`src/rtl/pmp_scan_checker_pkg.sv`:
```
// pmp_scan_checker_pkg: shared PMP address-mode, access-type, privilege and scan-state definitions
package pmp_scan_checker_pkg;
  typedef enum logic [1:0] {OFF, TOR, NA4, NAPOT} pmp_a_t;
  typedef enum logic [1:0] {IDLE, SCAN, RESP} scan_state_t;
  localparam logic [2:0] ACC_R = 3'b001;
  localparam logic [2:0] ACC_W = 3'b010;
  localparam logic [2:0] ACC_X = 3'b100;
  localparam logic [1:0] PRIV_M = 2'b11;
endpackage

```
`src/rtl/pmp_scan_checker_entry_match.sv`:
```
// pmp_scan_checker_entry_match: one PMP entry range test on first/last byte (i_pa, i_last_pa, i_addr, i_prev_addr, i_cfg, i_type, i_priv -> o_full, o_partial, o_perm_ok)
module pmp_scan_checker_entry_match
  import pmp_scan_checker_pkg::*;
#(
  parameter int PA_BITS = 56,
  parameter int PMP_G = 0
) (
  input  logic [PA_BITS-1:0] i_pa,
  input  logic [PA_BITS-1:0] i_last_pa,
  input  logic [PA_BITS-3:0] i_addr,
  input  logic [PA_BITS-3:0] i_prev_addr,
  input  logic [7:0]         i_cfg,
  input  logic [2:0]         i_type,
  input  logic [1:0]         i_priv,
  output logic               o_full,
  output logic               o_partial,
  output logic               o_perm_ok
);
  localparam logic [PA_BITS-3:0] ONE = 1;
  pmp_a_t w_a;
  logic [PA_BITS-3:0] w_t;
  logic w_in_pa, w_in_last, w_unused;
  assign w_a = pmp_a_t'(i_cfg[4:3]);
  assign w_t = i_addr ^ (i_addr + ONE);
  assign w_unused = ^i_cfg[6:5];
  function automatic logic f_in(input logic [PA_BITS-1:0] a);
    logic [PA_BITS-3:0] w;
    w = a[PA_BITS-1:2];
    return w_a == TOR ? (a >= {i_prev_addr, 2'b00} && a < {i_addr, 2'b00}) :
           w_a == NA4 ? (PMP_G == 0 && w == i_addr) :
           w_a == NAPOT ? (((w ^ i_addr) & ~w_t) == '0) : 1'b0;
  endfunction
  assign w_in_pa = f_in(i_pa);
  assign w_in_last = f_in(i_last_pa);
  assign o_full = w_in_pa & w_in_last;
  assign o_partial = w_in_pa ^ w_in_last;
  // An unlocked entry grants M-mode everything; otherwise the type bit must be enabled.
  assign o_perm_ok = (|(i_type & i_cfg[2:0])) | (~i_cfg[7] & (i_priv == PRIV_M));
endmodule

```
`config.mk`:
```
export PLATFORM = sky130hd
export DESIGN_NAME = pmp_scan_checker_entry_match
export DESIGN_NICKNAME = d
export VERILOG_FILES = /design/src/rtl/pmp_scan_checker_pkg.sv /design/src/rtl/pmp_scan_checker_entry_match.sv
export SDC_FILE = /design/constraint.sdc
export NUM_CORES = 1
export LEC_CHECK = 0
export CAP_MARGIN = 25
export CORE_MARGIN = 3
export CORE_UTILIZATION = 47
export DETAILED_ROUTE_END_ITERATION = 10
export PLACE_DENSITY_LB_ADDON = 0.1
export REMOVE_ABC_BUFFERS = 1
export SYNTH_ARGS = -nofsm -noshare
export SYNTH_HDL_FRONTEND = slang
export SYNTH_SLANG_ARGS = --single-unit
```
`constraint.sdc`:
```
create_clock -name vclk -period 7.08
set_clock_uncertainty 0.1 [all_clocks]
set_input_delay 2.124 -clock vclk [all_inputs]
set_output_delay 2.124 -clock vclk [all_outputs]
set_load 0.01 [all_outputs]
```
==> results of run 1 <==
-- metrics by stage --
| stage | hold WS [ns] | std cells |
|---|---|---|
| after global placement | 5.122 | 1666 |
| after detailed placement | 5.162 | 1666 |
| after floorplan | 4.278 | 865 |
-- synthesized netlist by cell type, types with 2 or more instances --
cell type | n | area share
ha_1 | 218 | 0.43
inv_1 | 115 | 0.069
a21oi_1 | 99 | 0.079
nand2_1 | 55 | 0.033
nor2_1 | 48 | 0.029
nand4_1 | 47 | 0.047
a21o_1 | 37 | 0.044
nand3_1 | 35 | 0.028
o21ai_0 | 30 | 0.024
nor4_1 | 25 | 0.025
nor3_1 | 22 | 0.018
o22ai_1 | 17 | 0.017
a31oi_1 | 13 | 0.013
and3_1 | 10 | 0.010
a211oi_1 | 9 | 0.011
a2111oi_0 | 7 | 0.0098
and4_1 | 6 | 0.0084
nor2b_1 | 6 | 0.0060
a221oi_1 | 5 | 0.0070
o211ai_1 | 5 | 0.0060
or4_1 | 5 | 0.0060
a41oi_1 | 4 | 0.0056
or3_1 | 4 | 0.0040
a32oi_1 | 3 | 0.0042
and2_1 | 3 | 0.0030
o221ai_1 | 3 | 0.0042
a211o_1 | 2 | 0.0028
a21boi_0 | 2 | 0.0024
a221o_1 | 2 | 0.0032
a41o_1 | 2 | 0.0032
buf_4 | 2 | 0.0024
nand4_2 | 2 | 0.0040
nor3b_1 | 2 | 0.0024
nor4_4 | 2 | 0.0068
o211a_1 | 2 | 0.0032
-- cells by family after synthesis --
| family | count (synthesis) |
|---|---|
| adder cells (fa/ha/maj) | 218 |
| buffers and inverters | 118 |
| AO/OA/AOI/OAI | 253 |
| AND/OR/NAND/NOR | 278 |
| XOR/XNOR | 1 |
==> metrics.md, run 1 <==
| Metric | Value |
|---|---|
| Run status | stopped before the end |
| Stop stage | clock tree synthesis |
| Err | [ERROR DPL-0033] detailed placement checks failed during check placement. |
| Synth warn | 0 |
| Port bufs | 234 |
| Area of the mapped netlist | 6286 um2 |
| Starting density of the core | 0.4901 |
| Pre-CTS setup slack | -0.8115 ns |
| Die height | 121.7 um |
| Die X | 121.7 um |
| Largest family of logic cells by synthesized area | adder cells |
| Sequential cell area fraction in the yosys report | 0 |
| Complex-gate fraction of the synthesized area | 0.2542 |
| FP Rows | 41 |
| Post-DP HPWL | 28.86 mm |
| Synth Area in Adders | 0.4339 |
| Syn_area_per_cell | 7.242 um2 |
| CTS resizes | 233 |
| Dpl cell area | 11800 um2 |
| Gp weighted congestion | 1.020 |
| Fraction of the mapped netlist area in simple logic gates | 0.2387 |
| Number of distinct library cells after synthesis | 54 |
| Io pins | 236 |
| Post-synthesis cell count | 868 |
| Post-CTS Hold Buffers | 0 |
| Xor-xnor portion of the synthesized cell area | 0.001393 |
| Mux cell area share after synthesis | 0 |
| Post-CTS Setup Bufs | 25 |
==> run 2: changes to the inputs <==
--- a/config.mk
+++ b/config.mk
@@ -7,9 +7,9 @@
 export LEC_CHECK = 0
 export CAP_MARGIN = 25
 export CORE_MARGIN = 3
-export CORE_UTILIZATION = 47
+export CORE_UTILIZATION = 40
 export DETAILED_ROUTE_END_ITERATION = 10
-export PLACE_DENSITY_LB_ADDON = 0.1
+export PLACE_DENSITY_LB_ADDON = 0.15
 export REMOVE_ABC_BUFFERS = 1
 export SYNTH_ARGS = -nofsm -noshare
 export SYNTH_HDL_FRONTEND = slang
==> metrics.md, run 2 <==
| Metric | Value |
|---|---|
| CLK BUF | 0 |
| Filler cell count | 842 |
| Slew HR | 0.7030 |
| Final antenna-violating net count | 0 |
| Gr ovfl total | 0 |
| FF+latch area | 0 um2 |
| DRT Pass-1 Iters | 8 |
| Critical path required time | 4.86 ns |
| Run status | finished, violations left |
| Inserted Diodes | 0 |
| Number of remaining DRC errors | 0 |
| Synth area leaders | ha_1 43%, a21oi_1 7.9%, inv_1 6.9%, nand4_1 4.7%, a21o_1 4.4% |
| Pin count of the biggest net entering global routing | 9 |
| Leak | 6.932 nW |
| GRT Resource Usage Total | 0.3141 |
| DR vias/cell | 5.858 |
| Area of the core | 15310 um2 |
| Peak VDD IR | 0.03892 mV |
| Die X | 131.4 um (+8.0%) |
| Final Setup Violations | 2 |
| PwrDens | 62.90 nW/um2 |
| Met1 WL | 12.77 mm |
| Io pins | 236 (unchanged) |
| Hold slack | 5.154 ns |
| Drt total wl | 34.23 mm |
| Post-DP HPWL | 24.50 mm (-15%) |
| Area leader, netlist | ha_1 |
| Max Used Layer | met4 |
| Die height | 131.4 um (+8.0%) |
| WL/cell | 19.80 um |
| Dpl cell area | 11730 um2 (-0.65%) |
| Number of distinct library cells after synthesis | 54 (unchanged) |
| Area of the multi-input gates | 7191 um2 |
| Class of the worst hold path | in2out |
| Post-CTS Hold Buffers | 0 (unchanged) |
| Wire length on met2 | 16.79 mm |
| Max Slew Vio Count | 0 |
| CP most frequent cell | ha_4 |
| CP Capture Type | output port |
| Finished Cell Area | 13390 um2 |
| Die area | 17260 um2 |
| Sequential cell area fraction in the yosys report | 0 (unchanged) |
| Critical-path cell list | clkdlybuf4s50_1 > ha_4 > nand4_1 > nor2_1 > a221o_1 > a211oi_1 > a21boi_2 > o211a_1 > nor4_2 > a211o_1 > ha_4 > buf_6 |
| Share of cells above drive strength 1 | 0.4242 |
| Fin crit share | 1.013 |
| Count leader, synth | ha_1 |
| CP max stage cell | clkdlybuf4s50_1 |
| Violated checks | setup timing |
| Crit Path Class | in2out |
| Area of the mapped netlist | 6286 um2 (unchanged) |
| Via count | 10128 |
| Vias in the first global route | 9918 |
| Most common cell after layout, fill and taps aside | buf_4 |
| Synth warn | 0 (unchanged) |
| Final sequential cell count | 0 |
| FP Rows | 45 (+9.8%) |
| Final Hold Vio Count | 0 |
| Minimum clock period | 7.174 ns |
| Syn_area_per_cell | 7.242 um2 (unchanged) |
| First-pass GRT wire length | 46.03 mm |
| Worst-Margin Slew | 0.4343 ns |
| Worst Path Max Fanout | 2 |
| Worst stage delay on the critical path | 0.56 ns |
| Max cap viols | 0 |
| Max frequency | 139.4 MHz |
| Setup crit start kind | input port |
| Port bufs | 234 (unchanged) |
| Most frequent cells in the layout | 415 x buf_4, 160 x ha_1, 125 x clkdlybuf4s50_1, 80 x inv_1, 75 x a21oi_1 |
| Synth top cells by count | 218 x ha_1, 115 x inv_1, 99 x a21oi_1 |
| Layout area overhead | 113.0% |
| Final net count | 1971 |
| Initial antenna violation count | 0 |
| Setup ws final | -0.09374 ns |
| Gp weighted congestion | 0.9751 (-4.4%) |
| WL met3 | 2.573 mm |
| Initial drt markers | 803 |
| Share of the synthesized area in the top cell type | 0.4339 (unchanged) |
| Starting density of the core | 0.4105 (-0.07969) |
| Post-synthesis cell count | 868 (unchanged) |
| CP arrival | 4.95 ns |
==> run 2: cell counts after synthesis <==
Identical to the previous run, type by type.
==> run 2: worst paths after layout <==
kind,startpoint,depth (start not counted),endpoint
setup / recovery,i_last_pa[18],12,o_partial
hold / removal,i_priv[1],4,o_perm_ok
==> run 2: through the flow <==
stage / std cells / setup TNS (ns) / power (mW) / worst slack, ns / util
after detailed placement: 1690 / -1.711 / 0.6995 / -0.8603 / 0.7656
after CTS: 1710 / 0 / 0.7326 / 0.00003642 / 0.8068
final: 1729 / -0.1108 / 0.8421 / -0.09374 / 0.8743
after global routing: 1729 / -0.2620 / 0.9006 / -0.1587 / 0.8743
after global placement: 1690 / -1.774 / 0.6829 / -0.8894 / 0.7656
after floorplan: 865 / -0.2054 / 0.2648 / -0.1365 / -
==> run 2: repair_timing <==
item / 4_1_cts / 5_1_grt
gates resized for setup: 182 / 248
buffers inserted: 22 / 22
hold endpoints to repair: 0 / 0
endpoints found under the setup margin: 2 / 2
pin swaps: 68 / 95
==> run 2: area by class of cell <==
class                           count  area share
Multi-Input combinational cell    750      0.5371
Timing Repair Buffer              653      0.4110
Inverter                          115     0.03224
Tap cell                          211     0.01972
==> run 2: where the power goes <==
group	switching (mW)	internal (mW)	leakage, nW
Combinational	0.386	0.456	6.93
Sequential	0	0	0
Clock	0	0	0
Total	0.386	0.456	6.93
==> run 2: cell families after synthesis <==
group           synth area share
compound gates            0.2542
fa+ha+maj                 0.4339
xor+xnor                0.001394
simple gates              0.2387
buf+inv                  0.07185
==> run 2: worst max-delay path, delay by kind of cell <==
family / cells / cell delay [ns]
AOI/OAI and AO/OA: 5 / 1.39
and+or+nand+nor: 3 / 0.25
buffers and inverters: 2 / 0.66
adders and majority gates: 2 / 0.52
==> run 2: routing by layer <==
layer  vias to the layer above  global-route usage
li1                       4684                   -
met2                       633              0.5711
met5                         -                   0
met3                       180             0.04786
met1                      4631              0.3749
met4                         0              0.1085
No activity file was read; power rests on OpenSTA's default activity.
